### config.mk
export PLATFORM = sky130hd
export DESIGN_NAME = rr_arb_mux_flat
export DESIGN_NICKNAME = d
export VERILOG_FILES = /design/src/rtl/rr_arb_mux_if.sv /design/src/rtl/rr_arb_mux.sv /design/src/flat_wrapper.sv
export SDC_FILE = /design/constraint.sdc
export NUM_CORES = 1
export LEC_CHECK = 0
export ABC_AREA = 1
export CAP_MARGIN = 20
export CELL_PAD_IN_SITES_DETAIL_PLACEMENT = 0
export CELL_PAD_IN_SITES_GLOBAL_PLACEMENT = 1
export CORE_ASPECT_RATIO = 1.2
export CORE_MARGIN = 2
export CORE_UTILIZATION = 29
export CTS_BUF_LIST = sky130_fd_sc_hd__clkbuf_4 sky130_fd_sc_hd__clkbuf_8
export CTS_CLUSTER_DIAMETER = 40
export CTS_CLUSTER_SIZE = 10
export DETAILED_ROUTE_END_ITERATION = 10
export PLACE_DENSITY = 0.95
export SLEW_MARGIN = 10
export SYNTH_ARGS = -nofsm -noshare
export SYNTH_HDL_FRONTEND = slang
export SYNTH_SLANG_ARGS = --single-unit
### constraint.sdc
create_clock -name iCLK -period 4.3 [get_ports iCLK]
set_input_delay 0.645 -clock iCLK [delete_from_list [all_inputs] [get_ports iCLK]]
set_output_delay 0.645 -clock iCLK [all_outputs]
set_load 0.005 [all_outputs]
### src/rtl/rr_arb_mux_if.sv
// Channel-side and downstream-side signals of the round-robin / fixed-select arbiter mux.
// Signal names follow the block's documented port list.
interface rr_arb_mux_if #(
    parameter int unsigned WIDTH = 8,
    parameter int unsigned NCH   = 4
);
    localparam int unsigned SW = ($clog2(NCH) > 1) ? $clog2(NCH) : 1;

    logic [NCH*WIDTH-1:0] iDATA;
    logic [NCH-1:0]       iVALID;
    logic [NCH-1:0]       oREADY;
    logic                 iMODE;
    logic [SW-1:0]        iSEL;
    logic [WIDTH-1:0]     oDATA;
    logic                 oVALID;
    logic [SW-1:0]        oCH;
    logic                 iREADY;

    modport slave (
        input  iDATA, iVALID, iMODE, iSEL, iREADY,
        output oREADY, oDATA, oVALID, oCH
    );

    modport master (
        output iDATA, iVALID, iMODE, iSEL, iREADY,
        input  oREADY, oDATA, oVALID, oCH
    );
endinterface

### src/rtl/rr_arb_mux.sv
// N-channel arbiter mux: fixed-select or round-robin grant into a single registered
// output beat with a one-deep skid-free load rule (load = !oVALID || iREADY).
module rr_arb_mux #(
    parameter int unsigned WIDTH = 8,
    parameter int unsigned NCH   = 4
) (
    input  logic         iCLK,
    input  logic         iRST,
    rr_arb_mux_if.slave  bus
);
    localparam int unsigned SW = ($clog2(NCH) > 1) ? $clog2(NCH) : 1;

    logic             load_c;
    logic             gnt_valid;
    logic [SW-1:0]    gnt_idx;
    logic [WIDTH-1:0] gnt_data;
    logic [SW-1:0]    ptr_next;
    logic [NCH-1:0]   ready_c;

    logic [SW-1:0]    ptr;
    logic [WIDTH-1:0] data_q;
    logic             valid_q;
    logic [SW-1:0]    ch_q;

    assign load_c = !valid_q || bus.iREADY;

    // Grant selection; fixed mode compares against every legal index so an
    // out-of-range iSEL simply matches nothing.
    always_comb begin
        logic [SW-1:0] idx;
        gnt_valid = 1'b0;
        gnt_idx   = '0;
        idx       = '0;
        if (bus.iMODE) begin
            for (int unsigned i = 0; i < NCH; i++) begin
                idx = SW'((32'(ptr) + i) % NCH);
                if (!gnt_valid && bus.iVALID[idx]) begin
                    gnt_valid = 1'b1;
                    gnt_idx   = idx;
                end
            end
        end else begin
            for (int unsigned k = 0; k < NCH; k++) begin
                if (bus.iSEL == SW'(k) && bus.iVALID[k]) begin
                    gnt_valid = 1'b1;
                    gnt_idx   = SW'(k);
                end
            end
        end
    end

    always_comb begin
        gnt_data = '0;
        for (int unsigned k = 0; k < NCH; k++) begin
            if (gnt_idx == SW'(k)) begin
                gnt_data = bus.iDATA[k*WIDTH +: WIDTH];
            end
        end
    end

    always_comb begin
        ready_c = '0;
        for (int unsigned k = 0; k < NCH; k++) begin
            ready_c[k] = !iRST && load_c && gnt_valid && (gnt_idx == SW'(k));
        end
    end

    assign ptr_next = (gnt_idx == SW'(NCH - 1)) ? '0 : gnt_idx + SW'(1);

    // Output beat register; pointer advances only on an actual transfer.
    always_ff @(posedge iCLK or posedge iRST) begin
        if (iRST) begin
            ptr     <= '0;
            data_q  <= '0;
            valid_q <= 1'b0;
            ch_q    <= '0;
        end else if (load_c) begin
            if (gnt_valid) begin
                data_q  <= gnt_data;
                ch_q    <= gnt_idx;
                valid_q <= 1'b1;
                ptr     <= ptr_next;
            end else begin
                valid_q <= 1'b0;
            end
        end
    end

    assign bus.oREADY = ready_c;
    assign bus.oDATA  = data_q;
    assign bus.oVALID = valid_q;
    assign bus.oCH    = ch_q;
endmodule

### src/flat_wrapper.sv
// flat-port wrapper written by rule: the top's interface ports become plain ports
module rr_arb_mux_flat 
#(
    parameter int unsigned WIDTH = 8,
    parameter int unsigned NCH   = 4
)
  (iCLK, iRST, bus_iDATA, bus_iVALID, bus_iMODE, bus_iSEL, bus_iREADY, bus_oREADY, bus_oDATA, bus_oVALID, bus_oCH);
  rr_arb_mux_if #(.WIDTH(WIDTH), .NCH(NCH)) bus_i ();
  input  logic iCLK;
  input  logic iRST;
  input wire logic [$bits(bus_i.iDATA)-1:0] bus_iDATA;
  input wire logic [$bits(bus_i.iVALID)-1:0] bus_iVALID;
  input wire logic [$bits(bus_i.iMODE)-1:0] bus_iMODE;
  input wire logic [$bits(bus_i.iSEL)-1:0] bus_iSEL;
  input wire logic [$bits(bus_i.iREADY)-1:0] bus_iREADY;
  output wire logic [$bits(bus_i.oREADY)-1:0] bus_oREADY;
  output wire logic [$bits(bus_i.oDATA)-1:0] bus_oDATA;
  output wire logic [$bits(bus_i.oVALID)-1:0] bus_oVALID;
  output wire logic [$bits(bus_i.oCH)-1:0] bus_oCH;
  assign bus_i.iDATA = bus_iDATA;
  assign bus_i.iVALID = bus_iVALID;
  assign bus_i.iMODE = bus_iMODE;
  assign bus_i.iSEL = bus_iSEL;
  assign bus_i.iREADY = bus_iREADY;
  assign bus_oREADY = bus_i.oREADY;
  assign bus_oDATA = bus_i.oDATA;
  assign bus_oVALID = bus_i.oVALID;
  assign bus_oCH = bus_i.oCH;
  rr_arb_mux #(.WIDTH(WIDTH), .NCH(NCH)) u_core (.iCLK(iCLK), .iRST(iRST), .bus(bus_i));
endmodule
# After elaboration in Yosys (flattened, before gate mapping)
# Index checks and enable logic that the tools add are counted.
dict set report totals {
  register_bits 13
  input_bits 42
  output_inout_bits 15
  elab_cells 74
}
dict set report classes {
  add_sub_neg 4
  order_cmp 4
  n_eq_ne 6
  mux 34
  n_reduce_logical 22
}
# cell n
set op_table {}
lappend op_table {{$mux W8} 4}
lappend op_table {{$mux W1} 18}
lappend op_table {{$mux W2} 8}
lappend op_table {{$logic_and A1 B1 Y1} 13}
lappend op_table {{$lt A2 B3 Y1 const B} 4}
lappend op_table {{$bmux W1 S2} 4}
lappend op_table {{$eq A2 B2 Y1 const B} 4}
lappend op_table {{$logic_not A1 Y1} 5}
lappend op_table {{$add A2 B1 Y2 const B} 2}
lappend op_table {{$add A2 B2 Y2 const B} 2}
lappend op_table {{$eq A2 B1 Y1 const B} 2}
lappend op_table {{$logic_not A2 Y1} 2}
lappend op_table {{$reduce_and A2 Y1} 1}
lappend op_table {{$logic_or A1 B1 Y1} 1}

# Logic depth before layout (Yosys ltp)
dict set report depth {
  depth_word 21
  mapped_depth 20
}

# Least setup slack after synthesis
# OpenSTA, ideal clock, no wires.
dict set report synth_timing {
  kind {input to output}
  start {input bus_iVALID[1]}
  end {output bus_oREADY[3]}
  arrival_ns 2.241
  setup_slack_ns 1.414
  stages 14
  n_path_buf 2
  cell_sequence {inv_1 > nand2_1 > nand3_1 > nand2_1 > nor2_2 > nand2_1 > nor2_1 > nor2_1 > nor2_1 > ha_1 > clkbuf_1 > clkbuf_1 > inv_1 > nor2_1}
}
dict set report synth_via {
  elab_chain_len 18
  word_cells_on_any_way 37
  classes_between {1 x eq/ne; 27 x mux; 9 x reduce/logical}
}
# item line
set synth_lines {}
lappend synth_lines {{from (decl)} flat_wrapper.sv:12} ;# input wire logic [$bits(bus_i.iVALID)-1:0] bus_iVALID;
lappend synth_lines {{$bmux W1 S2} rr_arb_mux.sv:37} ;# if (!gnt_valid && bus.iVALID[idx]) begin
lappend synth_lines {{$mux W1 (not written as such)} rr_arb_mux.sv:37}
lappend synth_lines {{$mux W1} rr_arb_mux.sv:37}
lappend synth_lines {{$mux W1} rr_arb_mux.sv:34} ;# if (bus.iMODE) begin
lappend synth_lines {{$logic_not A1 Y1} rr_arb_mux.sv:37}
lappend synth_lines {{$logic_and A1 B1 Y1} rr_arb_mux.sv:37}
lappend synth_lines {{$mux W1} rr_arb_mux.sv:37}
lappend synth_lines {{$mux W1} rr_arb_mux.sv:34}
lappend synth_lines {{[... 3 more ...]} -}
lappend synth_lines {{$mux W1} rr_arb_mux.sv:34}
lappend synth_lines {{$logic_not A1 Y1} rr_arb_mux.sv:37}
lappend synth_lines {{$logic_and A1 B1 Y1} rr_arb_mux.sv:37}
lappend synth_lines {{$mux W2 *} rr_arb_mux.sv:37}
lappend synth_lines {{$mux W2 *} rr_arb_mux.sv:34}
lappend synth_lines {{via u_core.gnt_idx[1]} rr_arb_mux.sv:15} ;# logic [SW-1:0] gnt_idx;
lappend synth_lines {{$eq A2 B2 Y1 *} rr_arb_mux.sv:64} ;# ready_c[k] = !iRST && load_c && gnt_valid && (gnt_idx == SW'(k));
lappend synth_lines {{$logic_and A1 B1 Y1 *} rr_arb_mux.sv:64}
lappend synth_lines {{to (decl)} flat_wrapper.sv:16} ;# output wire logic [$bits(bus_i.oREADY)-1:0] bus_oREADY;
# The timed path passes the listed nets; every way through them passes the cells marked *. The select of a mux whose other input is x is not followed.

# Final worst setup path
dict set report layout_timing {
  start {input bus_iVALID[2]}
  end {output bus_oREADY[1]}
}
dict set report layout_via {
  elab_chain_len 18
  word_cells_on_any_way 35
  classes_between {1 x eq/ne; 25 x mux; 9 x reduce/logical}
}
# item line
set layout_lines {}
lappend layout_lines {{$bmux W1 S2} rr_arb_mux.sv:37}
lappend layout_lines {{$mux W1 (not written as such)} rr_arb_mux.sv:37}
lappend layout_lines {{$mux W1} rr_arb_mux.sv:37}
lappend layout_lines {{$mux W1} rr_arb_mux.sv:34}
lappend layout_lines {{$logic_not A1 Y1} rr_arb_mux.sv:37}
lappend layout_lines {{$logic_and A1 B1 Y1} rr_arb_mux.sv:37}
lappend layout_lines {{$mux W1} rr_arb_mux.sv:37}
lappend layout_lines {{$mux W1} rr_arb_mux.sv:34}
lappend layout_lines {{[... 3 more ...]} -}
lappend layout_lines {{$mux W1} rr_arb_mux.sv:34}
lappend layout_lines {{$logic_not A1 Y1} rr_arb_mux.sv:37}
lappend layout_lines {{$logic_and A1 B1 Y1} rr_arb_mux.sv:37}
lappend layout_lines {{$mux W2} rr_arb_mux.sv:37}
lappend layout_lines {{$mux W2 *} rr_arb_mux.sv:34}
lappend layout_lines {{via u_core.gnt_idx[1]} rr_arb_mux.sv:15}
lappend layout_lines {{$eq A2 B1 Y1 *} rr_arb_mux.sv:64}
lappend layout_lines {{$logic_and A1 B1 Y1 *} rr_arb_mux.sv:64}
# Marks and branches as above.

==> results_dict.tcl <==
set metrics [dict create \
    yosysSeqAreaShare 0.276 \
    place_hpwl_um 2650 \
    finalCritPeriodShare 0.887 \
    cts_max_level 1 \
    root_buffer "clkbuf_8" \
    grt_pass1_vias 1388 \
    ioPinCount 57 \
    worstPathRequired_ps 3650 \
    startpoint_type "input port" \
    antenna_cells 0 \
    mostFrequentLayoutCells "nand2_1 (92), clkdlybuf4s50_1 (56), nand3_1 (19)" \
    p_total_w 0.00105 \
    grt_max_degree 17 \
    io_buffers 56 \
    r2r_setup_slack_ps 1300 \
    die_w_um 62.2 \
    fin_crit_ps 3810 \
    rsz0062_at_grt "false" \
    path_clk_slew_ps 50 \
    core_area_sq_um 3910 \
    gp_congestion 0.922 \
    cp-end-kind "output port" \
    finalSetupTns_ps 0 \
    max_freq_mhz 262 \
    antenna_found_initial 0 \
    ys_seq_elements 13 \
    postCtsHoldBufs 0 \
    fp.dieH_um 73.8 \
    status "finished clean" \
    cts_max_path_buffers 2 \
    vias_per_cell 4.54 \
    fin_worst_skew_ps 0.391 \
    power_density_nw_per_um2 570 \
    drc 0 \
    grt_first_pass_wirelength_um 5770 \
    crit-reg2reg-launch "u_core.ptr[0]" \
    drt_first_iter_violations 98 \
    cts_buffers 3 \
    fin_area_sq_um 1840 \
    worstSetupStartpoint "bus_iVALID[2]" \
    critPathSlowestCell "clkdlybuf4s50_1" \
    timing_worst_setup_path_type "in2out" \
    std_cell_rows 25 \
    hold_violations 0 \
    worstMarginPinSlew_ps 459 \
    syn_area_sq_um 1180 \
    drv_slew 0 \
    clock-sinks 13 \
    num_vias 1426 \
    area_delta_synth_final_pct 56.5 \
    cap_violations 0 \
    drive_gt1_frac 0.0538 \
    firstDrtPassIters 4 \
    avgSynthCellArea_sq_um 5.80 \
    yosys.cell_types.count 20 \
    post_cts_resized 0 \
    worstPathArrival_ps 3170 \
    slew_headroom 0.690 \
    reg2regPathDepth 20 \
    ys_top_cells_by_area "nand2_1 (29%), dfrtp_1 (28%), nand3_1 (8.1%)" \
    yosys.area.top_type "nand2_1" \
    avgRoutedWirePerCell_um 10.7 \
    clock_latency_ps 240 \
    p_leak_nw 0.926 \
    cts_tree "yes" \
    initial_core_util 0.301 \
    post_cts_buffers 0 \
    min_path_type "reg2reg" \
    drt_wl_total_um 3350 \
    fillers 406 \
    syn_nets 249 \
    ys_warn_count 0 \
    syn_inst 203 \
    final_common_cell "nand2_1" \
    slowest_delay_ps 510 \
    setup_viol 0 \
    whs_path_depth 2 \
    dieArea_sq_um 4590 \
    grt_overflow 0 \
    fin_nets 307 \
    path_max_fanout 9 \
    synth_top_area_frac 0.293 \
    ant_nets 0 \
    worstPathCellList "clkdlybuf4s50_1 -> inv_1 -> nand2_1 -> nand3_1 -> nand2_1 -> inv_1 -> nand3b_1 -> nand3_1 -> nor2_1 -> nor2_1 -> inv_1 -> ha_1 -> clkinv_1 -> nor2_1 -> clkdlybuf4s50_1" \
    dpl-instance-area_sq_um 1790 \
    min_from "u_core.bus.oDATA[1]" \
    ir_worst_vdd_mv 0.237 \
    track_usage 0.156 \
]
-- routing by layer --
metal	up-vias	part of all wire	GRT usage
met5	-	0	0
li1	753	-	-
met3	4	0.078	0.0352
met4	0	0.0063	0.0444
met2	59	0.52	0.306
met1	610	0.40	0.169
-- logic make-up after synthesis --
kind of cell	synth area share
adder cells (fa/ha/maj)	0.0425
AO/OA/AOI/OAI	0.114
buffers and inverters	0.108
AND/OR/NAND/NOR	0.459
flip-flops	0.276
-- final timing paths --
check                                 endpoint
setup / recovery                 bus_oREADY[1]
hold / removal             u_core.bus.oDATA[1]
setup reg to reg           u_core.bus.oDATA[1]
hold reg to reg            u_core.bus.oDATA[1]
max in group asynchronous  u_core.bus.oDATA[3]
min in group asynchronous  u_core.bus.oDATA[6]
-- sequential cells by signal, summed over array words and instances (netlist names) --
| name | flops |
|---|---|
| u_core.bus.oCH | 2 |
| u_core.bus.oDATA | 8 |
| u_core.bus.oVALID | 1 |
| u_core.ptr | 2 |
-- cell type report --
class / instances / area [sq um] / area share
inverter: 21 / 78.8 / 0.0428
tap: 54 / 67.6 / 0.0367
multi-input combinational: 161 / 724 / 0.393
sequential: 13 / 325 / 0.177
timing repair buffer: 61 / 598 / 0.325
clock buffer: 4 / 48.8 / 0.0265
-- cell usage after synthesis --
cell and instances:
a21oi_1 8, buf_4 1, buf_6 2, clkbuf_1 5, clkinv_1 1, dfrtp_1 13
ha_1 4, inv_1 18, inv_2 2, nand2_1 92, nand3_1 19, nand3_2 1
nand3b_1 1, nand4_1 1, nand4_2 1, nor2_1 14, nor2_2 1, nor3_1 1
o21ai_0 17, o311ai_0 1
-- critical path: cells and delay by family --
| family | cells | cell delay (ps) |
|---|---|---|
| and+or+nand+nor | 8 | 790 |
| buffers and inverters | 6 | 1380 |
| adders and majority gates | 1 | 370 |
-- per-stage QoR --
stage                util  worst slack [ps]  hold slack (ps)  cells
floorplan               -              1410              472    203
global placement    0.459               529              463    310
detailed placement  0.459               504              468    310
CTS                 0.471               486              484    314
global route        0.471               284              510    314
finish              0.471               488              478    314
-- power by group --
part	switching [W]	leakage [nW]	internal, W	total (W)
Clock	0.0000431	0.0262	0.0000717	0.000115
Sequential	0.0000476	0.161	0.000178	0.000226
Combinational	0.000397	0.738	0.000312	0.000709
Note: power is estimated with default switching activity, not from simulation.
